==> config.mk <==
export PLATFORM = sky130hd
export DESIGN_NAME = div_flat
export DESIGN_NICKNAME = d
export VERILOG_FILES = /design/src/rtl/div_if.sv /design/src/rtl/div.sv /design/src/flat_wrapper.sv
export SDC_FILE = /design/constraint.sdc
export NUM_CORES = 1
export LEC_CHECK = 0
export ABC_AREA = 1
export BUFFER_PORTS_ARGS = -buffer_cell sky130_fd_sc_hd__buf_2
export CAP_MARGIN = 5
export CORE_MARGIN = 3
export CORE_UTILIZATION = 45
export CTS_BUF_LIST = sky130_fd_sc_hd__clkbuf_8
export CTS_CLUSTER_DIAMETER = 60
export DETAILED_ROUTE_END_ITERATION = 6
export PLACE_DENSITY_LB_ADDON = 0.12
export SLEW_MARGIN = 20
export SYNTH_ARGS = -nofsm -noshare
export SYNTH_HDL_FRONTEND = slang
export SYNTH_SLANG_ARGS = --single-unit
==> constraint.sdc <==
create_clock -name clk -period 4.8 [get_ports clk]
set_input_delay 0.72 -clock clk [delete_from_list [all_inputs] [get_ports clk]]
set_output_delay 0.72 -clock clk [all_outputs]
set_load 0.01 [all_outputs]
==> src/rtl/div_if.sv <==
// Operand/result bundle between the control unit and the sequential divider.
// The control unit holds the master side; the divider holds the slave side.
interface div_if #(
    parameter int WIDTH = 32
);
    logic [WIDTH-1:0] dividend;
    logic [WIDTH-1:0] divisor;
    logic             start;
    logic             stop;
    logic             busy;
    logic             div_zero;
    logic [WIDTH-1:0] hi;
    logic [WIDTH-1:0] lo;

    // start is a level request taken only while the divider sits in IDLE.
    // stop and div_zero are single-cycle pulses that never overlap;
    // hi/lo are valid in the stop cycle and hold until the next result.
    modport master (
        output dividend, divisor, start,
        input  stop, busy, div_zero, hi, lo
    );

    modport slave (
        input  dividend, divisor, start,
        output stop, busy, div_zero, hi, lo
    );
endinterface

==> src/rtl/div.sv <==
// Sequential signed restoring divider: one quotient bit per clock on the
// magnitudes, sign fix-up in a final cycle; remainder to hi, quotient to lo.
module div #(
    parameter int WIDTH = 32
) (
    input  logic       clk,
    input  logic       reset,
    div_if.slave       bus,
    output logic [2:0] o_state
);
    localparam int CW = $clog2(WIDTH);

    typedef enum logic [2:0] {
        S_IDLE = 3'd0,
        S_RUN  = 3'd1,
        S_FIX  = 3'd2,
        S_DONE = 3'd3,
        S_ZERO = 3'd4
    } state_t;

    state_t           r_state;
    logic [WIDTH-1:0] r_quo;
    logic [WIDTH-1:0] r_rem;
    logic [WIDTH-1:0] r_dvs;
    logic [WIDTH-1:0] r_hi;
    logic [WIDTH-1:0] r_lo;
    logic [CW-1:0]    r_cnt;
    logic             r_sign_q;
    logic             r_sign_r;
    logic             r_stop;
    logic             r_busy;
    logic             r_zero;

    logic [WIDTH-1:0] w_abs_dividend;
    logic [WIDTH-1:0] w_abs_divisor;
    logic [WIDTH:0]   w_shift;
    logic [WIDTH:0]   w_trial;

    // Two's-complement negation leaves the most negative value unchanged,
    // which reads correctly as the unsigned magnitude 2^(WIDTH-1).
    assign w_abs_dividend = bus.dividend[WIDTH-1] ? -bus.dividend : bus.dividend;
    assign w_abs_divisor  = bus.divisor[WIDTH-1]  ? -bus.divisor  : bus.divisor;

    // rem < divisor always holds, so the shifted remainder fits in WIDTH+1 bits.
    assign w_shift = {r_rem, r_quo[WIDTH-1]};
    assign w_trial = w_shift - {1'b0, r_dvs};

    always_ff @(posedge clk) begin
        if (reset) begin
            r_state  <= S_IDLE;
            r_quo    <= '0;
            r_rem    <= '0;
            r_dvs    <= '0;
            r_hi     <= '0;
            r_lo     <= '0;
            r_cnt    <= '0;
            r_sign_q <= 1'b0;
            r_sign_r <= 1'b0;
            r_stop   <= 1'b0;
            r_busy   <= 1'b0;
            r_zero   <= 1'b0;
        end else begin
            r_stop <= 1'b0;
            r_zero <= 1'b0;
            case (r_state)
                S_IDLE: begin
                    if (bus.start) begin
                        if (bus.divisor == '0) begin
                            r_state <= S_ZERO;
                            r_zero  <= 1'b1;
                        end else begin
                            r_state  <= S_RUN;
                            r_busy   <= 1'b1;
                            r_quo    <= w_abs_dividend;
                            r_dvs    <= w_abs_divisor;
                            r_rem    <= '0;
                            r_sign_q <= bus.dividend[WIDTH-1] ^ bus.divisor[WIDTH-1];
                            r_sign_r <= bus.dividend[WIDTH-1];
                            r_cnt    <= CW'(WIDTH - 1);
                        end
                    end
                end
                S_RUN: begin
                    if (!w_trial[WIDTH]) begin
                        r_rem <= w_trial[WIDTH-1:0];
                        r_quo <= {r_quo[WIDTH-2:0], 1'b1};
                    end else begin
                        r_rem <= w_shift[WIDTH-1:0];
                        r_quo <= {r_quo[WIDTH-2:0], 1'b0};
                    end
                    r_cnt <= r_cnt - CW'(1);
                    if (r_cnt == '0) begin
                        r_state <= S_FIX;
                    end
                end
                S_FIX: begin
                    // Quotient truncates toward zero; remainder follows the dividend.
                    r_lo    <= r_sign_q ? -r_quo : r_quo;
                    r_hi    <= r_sign_r ? -r_rem : r_rem;
                    r_busy  <= 1'b0;
                    r_stop  <= 1'b1;
                    r_state <= S_DONE;
                end
                S_DONE: r_state <= S_IDLE;
                S_ZERO: r_state <= S_IDLE;
                default: r_state <= S_IDLE;
            endcase
        end
    end

    assign bus.stop     = r_stop;
    assign bus.busy     = r_busy;
    assign bus.div_zero = r_zero;
    assign bus.hi       = r_hi;
    assign bus.lo       = r_lo;
    assign o_state      = r_state;
endmodule

==> src/flat_wrapper.sv <==
// flat-port wrapper written by rule: the top's interface ports become plain ports
module div_flat 
#(
    parameter int WIDTH = 32
)
  (clk, reset, o_state, bus_dividend, bus_divisor, bus_start, bus_stop, bus_busy, bus_div_zero, bus_hi, bus_lo);
  div_if #(.WIDTH(WIDTH)) bus_i ();
  input  logic clk;
  input  logic reset;
  output logic [2:0] o_state;
  input wire logic [$bits(bus_i.dividend)-1:0] bus_dividend;
  input wire logic [$bits(bus_i.divisor)-1:0] bus_divisor;
  input wire logic [$bits(bus_i.start)-1:0] bus_start;
  output wire logic [$bits(bus_i.stop)-1:0] bus_stop;
  output wire logic [$bits(bus_i.busy)-1:0] bus_busy;
  output wire logic [$bits(bus_i.div_zero)-1:0] bus_div_zero;
  output wire logic [$bits(bus_i.hi)-1:0] bus_hi;
  output wire logic [$bits(bus_i.lo)-1:0] bus_lo;
  assign bus_i.dividend = bus_dividend;
  assign bus_i.divisor = bus_divisor;
  assign bus_i.start = bus_start;
  assign bus_stop = bus_i.stop;
  assign bus_busy = bus_i.busy;
  assign bus_div_zero = bus_i.div_zero;
  assign bus_hi = bus_i.hi;
  assign bus_lo = bus_i.lo;
  div #(.WIDTH(WIDTH)) u_core (.clk(clk), .reset(reset), .bus(bus_i), .o_state(o_state));
endmodule
==> metrics.md <==
| Metric | Value |
|---|---|
| Cell Area, Synth | 0.0129 mm² |
| Grt total ovfl | 0 |
| 1st-iter DRT viols | 1,088 |
| Worst Tran Pin Value | 0.873 ns |
| Fin Setup TNS | 0 ns |
| Drt total wl | 40,100 µm |
| Worst Hold Class | flip-flop to flip-flop |
| Largest net degree at the start of global routing | 51 |
| Max Slew Vio Count | 0 |
| Clock Skew | 0.0221 ns |
| Max Used Layer | met4 |
| Initial antenna violation count | 0 |
| PD cells | 493 mW/mm² |
| Layout cells sized above 1 | 0.143 |
| Wirelength per Cell | 15.7 µm |
| H-Tree Depth | 4 |
| Crit-path max FO | 29 |
| Fin crit period | 2.98 ns |
| Seq pwr share | 0.261 |
| Syn_nets | 2,176 |
| Final nets | 2,269 |
| Number of port buffers | 136 |
| Area grow syn2layout | 9.96% |
| Final setup violation count | 0 |
| Cell taking the most area after synthesis | dfxtp_1 |
| N_diodes | 0 |
| Fin area | 0.0142 mm² |
| Drt pass-1 iters | 5 |
| Sequential-to-total area share from yosys stat | 0.268 |
| Syn Area/Cell | 6.24 µm² |
| CTS tree | done |
| Post-Route M1 WL | 20,800 µm |
| Critical Path AT | 3.37 ns |
| Yosys warning count | 0 |
| RSZ-0062 raised after global routing | no |
| Async SR Flop Fraction | 0 |
| Post-CTS sizing | 0 |
| Vias per inst | 5.20 |
| Lkg Pwr | 7.20 nW |
| Clock sink total | 173 |
| #FFs+latches synth | 173 |
| VDD IR max | 0.297 mV |
| WL met2 | 15,900 µm |
| Worst Path Required | 5.19 ns |
| Critical Path Sink Type | flip-flop |
| Inserted Clock Buffers | 17 |
| Core area | 0.0280 mm² |
| First-pass GRT wire length | 64,200 µm |
| GPL Wtd Cong | 0.953 |
| Die span in y | 175 µm |
| Longest Clk Path Bufs | 2 |
| Initial Utilization | 0.461 |
| GR Util All Layers | 0.258 |
| DRC Markers | 0 |
| Switching portion of total power | 0.530 |
| Die Wd | 175 µm |
| Unique cell type count in the Yosys netlist | 52 |
| Post-synth EDFFs | 0 |
| Pint | 3.29 mW |
| Routed length on met3 | 2830 µm |
| Combinational fraction of design power | 0.584 |
| F_max | 0.336 GHz |
| Worst reg2reg setup slack | 1.82 ns |
| Hold_buf cts | 0 |
| Post-synth top cells | 564 x nand2_1, 290 x inv_1, 177 x nor2_1, 173 x dfxtp_1, 172 x nand3_1 |
| Clock slew at reported path FFs | 0.12 ns |
| Most frequent cell after synthesis | nand2_1 |
| DIE AREA | 0.0308 mm² |
| Post-synth top flop | dfxtp_1 |
| Num rows | 61 |
| Ports | 137 |
| Via count | 13,300 |
| Final HPWL DP | 32,000 µm |
| Clock Power Share | 0.155 |
| Setup Fix Bufs, Post-CTS | 0 |
| Crit share post-route | 0.620 |
| Startpoint Class | flip-flop |
| Ranking of synthesized cells by area | dfxtp_1 27%, nand2_1 16%, inv_1 8.4%, nand3_1 6.7%, a21oi_1 5.3% |
| Fillers | 2,997 |
| Area post-placement | 0.0138 mm² |
| Maxcap violations | 0 |
| Worst skew pair latency | 0.48 ns |
| Post-synth top area share | 0.268 |
| Status | finished, final reports clean |
| Root buffer cell | clkbuf_8 |
| Antenna viol nets, final | 0 |
| Fin. Hold Viols | 0 |
| Slew headroom | 0.416 |
| Worst Setup Path Type | flip-flop to flip-flop |
| Syn Inst Count | 2,070 |
| Vias in the first global route | 11,900 |
| Psw | 3.71 mW |
flip-flops by register name, summed over array words and instances (netlist names):
name	count
u_core.r_rem	32
u_core.r_sign_q	1
u_core.bus.div_zero	1
u_core.bus.busy	1
u_core.bus.lo	32
u_core.r_sign_r	1
u_core.r_dvs	32
u_core.bus.hi	32
u_core.o_state	3
u_core.bus.stop	1
u_core.r_quo	32
u_core.r_cnt	5
worst paths after layout:
check	startpoint	cells after the start	endpoint
worst max register to register	u_core.o_state[0]	7	u_core.bus.hi[19]
worst min register to register	u_core.bus.hi[13]	2	u_core.bus.hi[13]
worst max-delay path	u_core.o_state[0]	7	u_core.bus.hi[19]
worst min-delay path	u_core.bus.hi[13]	2	u_core.bus.hi[13]
power groups by stage:
stage                     clock (mW)  sequential, mW  combinational [mW]
after floorplan                    0            1.76                3.24
after global placement             0            1.84                4.03
after detailed placement           0            1.85                4.06
after CTS                       1.10            1.81                4.07
after global routing            1.16            1.84                4.61
final                           1.09            1.83                4.09
worst max-delay path: stages (launching register included):
cell	delay (ns)
dfxtp_1	0.39
nor2_1	0.05
nand2_1	0.22
clkinv_1	0.71
nor2_4	0.95
buf_4	0.38
nand2_1	0.08
o31ai_1	0.07
logic make-up after synthesis:
family          count (synthesis)  share of synthesized area
compound gates                341                      0.151
xor+xnor                       69                     0.0468
fa+ha+maj                      39                     0.0383
buf+inv                       377                      0.117
flops                         173                      0.268
simple gates                 1071                      0.379
metrics by stage:
stage	power [mW]	util	setup slack (ns)	hold slack, ns	cells
5_1_grt	7.61	0.507	1.45	0.469	2554
2_1_floorplan	5.00	-	2.55	0.432	2070
3_5_place_dp	5.90	0.493	1.40	0.437	2522
6_report	7.00	0.507	1.82	0.457	2554
3_3_place_gp	5.87	0.493	1.54	0.435	2522
4_1_cts	6.99	0.507	1.75	0.458	2554
cell usage in the layout (no fill, tap or decap), types with 38 or more instances in the layout:
cell type | Yosys | layout
inv_1 | 290 | 289
a21oi_1 | 137 | 137
buf_2 | 14 | 136
ha_1 | 38 | 38
o21ai_0 | 111 | 111
dfxtp_1 | 173 | 173
nor2_1 | 177 | 175
xor2_1 | 47 | 47
nand3_1 | 172 | 172
nand2_1 | 564 | 564
cell type report:
| cell class | count | area [µm²] | share of cell area |
|---|---|---|---|
| clock inverter | 14 | 166 | 0.0117 |
| sequential | 173 | 3460 | 0.244 |
| clock buffer | 18 | 248 | 0.0174 |
| timing repair buffer | 145 | 748 | 0.0526 |
| multi-input combinational | 1520 | 7960 | 0.560 |
| inverter | 306 | 1150 | 0.0809 |
| tap | 378 | 473 | 0.0333 |
routing by layer:
| metal | vias up | global-route usage |
|---|---|---|
| li1 | 6846 | - |
| met1 | 5958 | 0.410 |
| met2 | 438 | 0.372 |
| met3 | 31 | 0.0285 |
| met4 | 0 | 0.0538 |
| met5 | - | 0 |
Note: power is estimated with default switching activity, not from simulation.
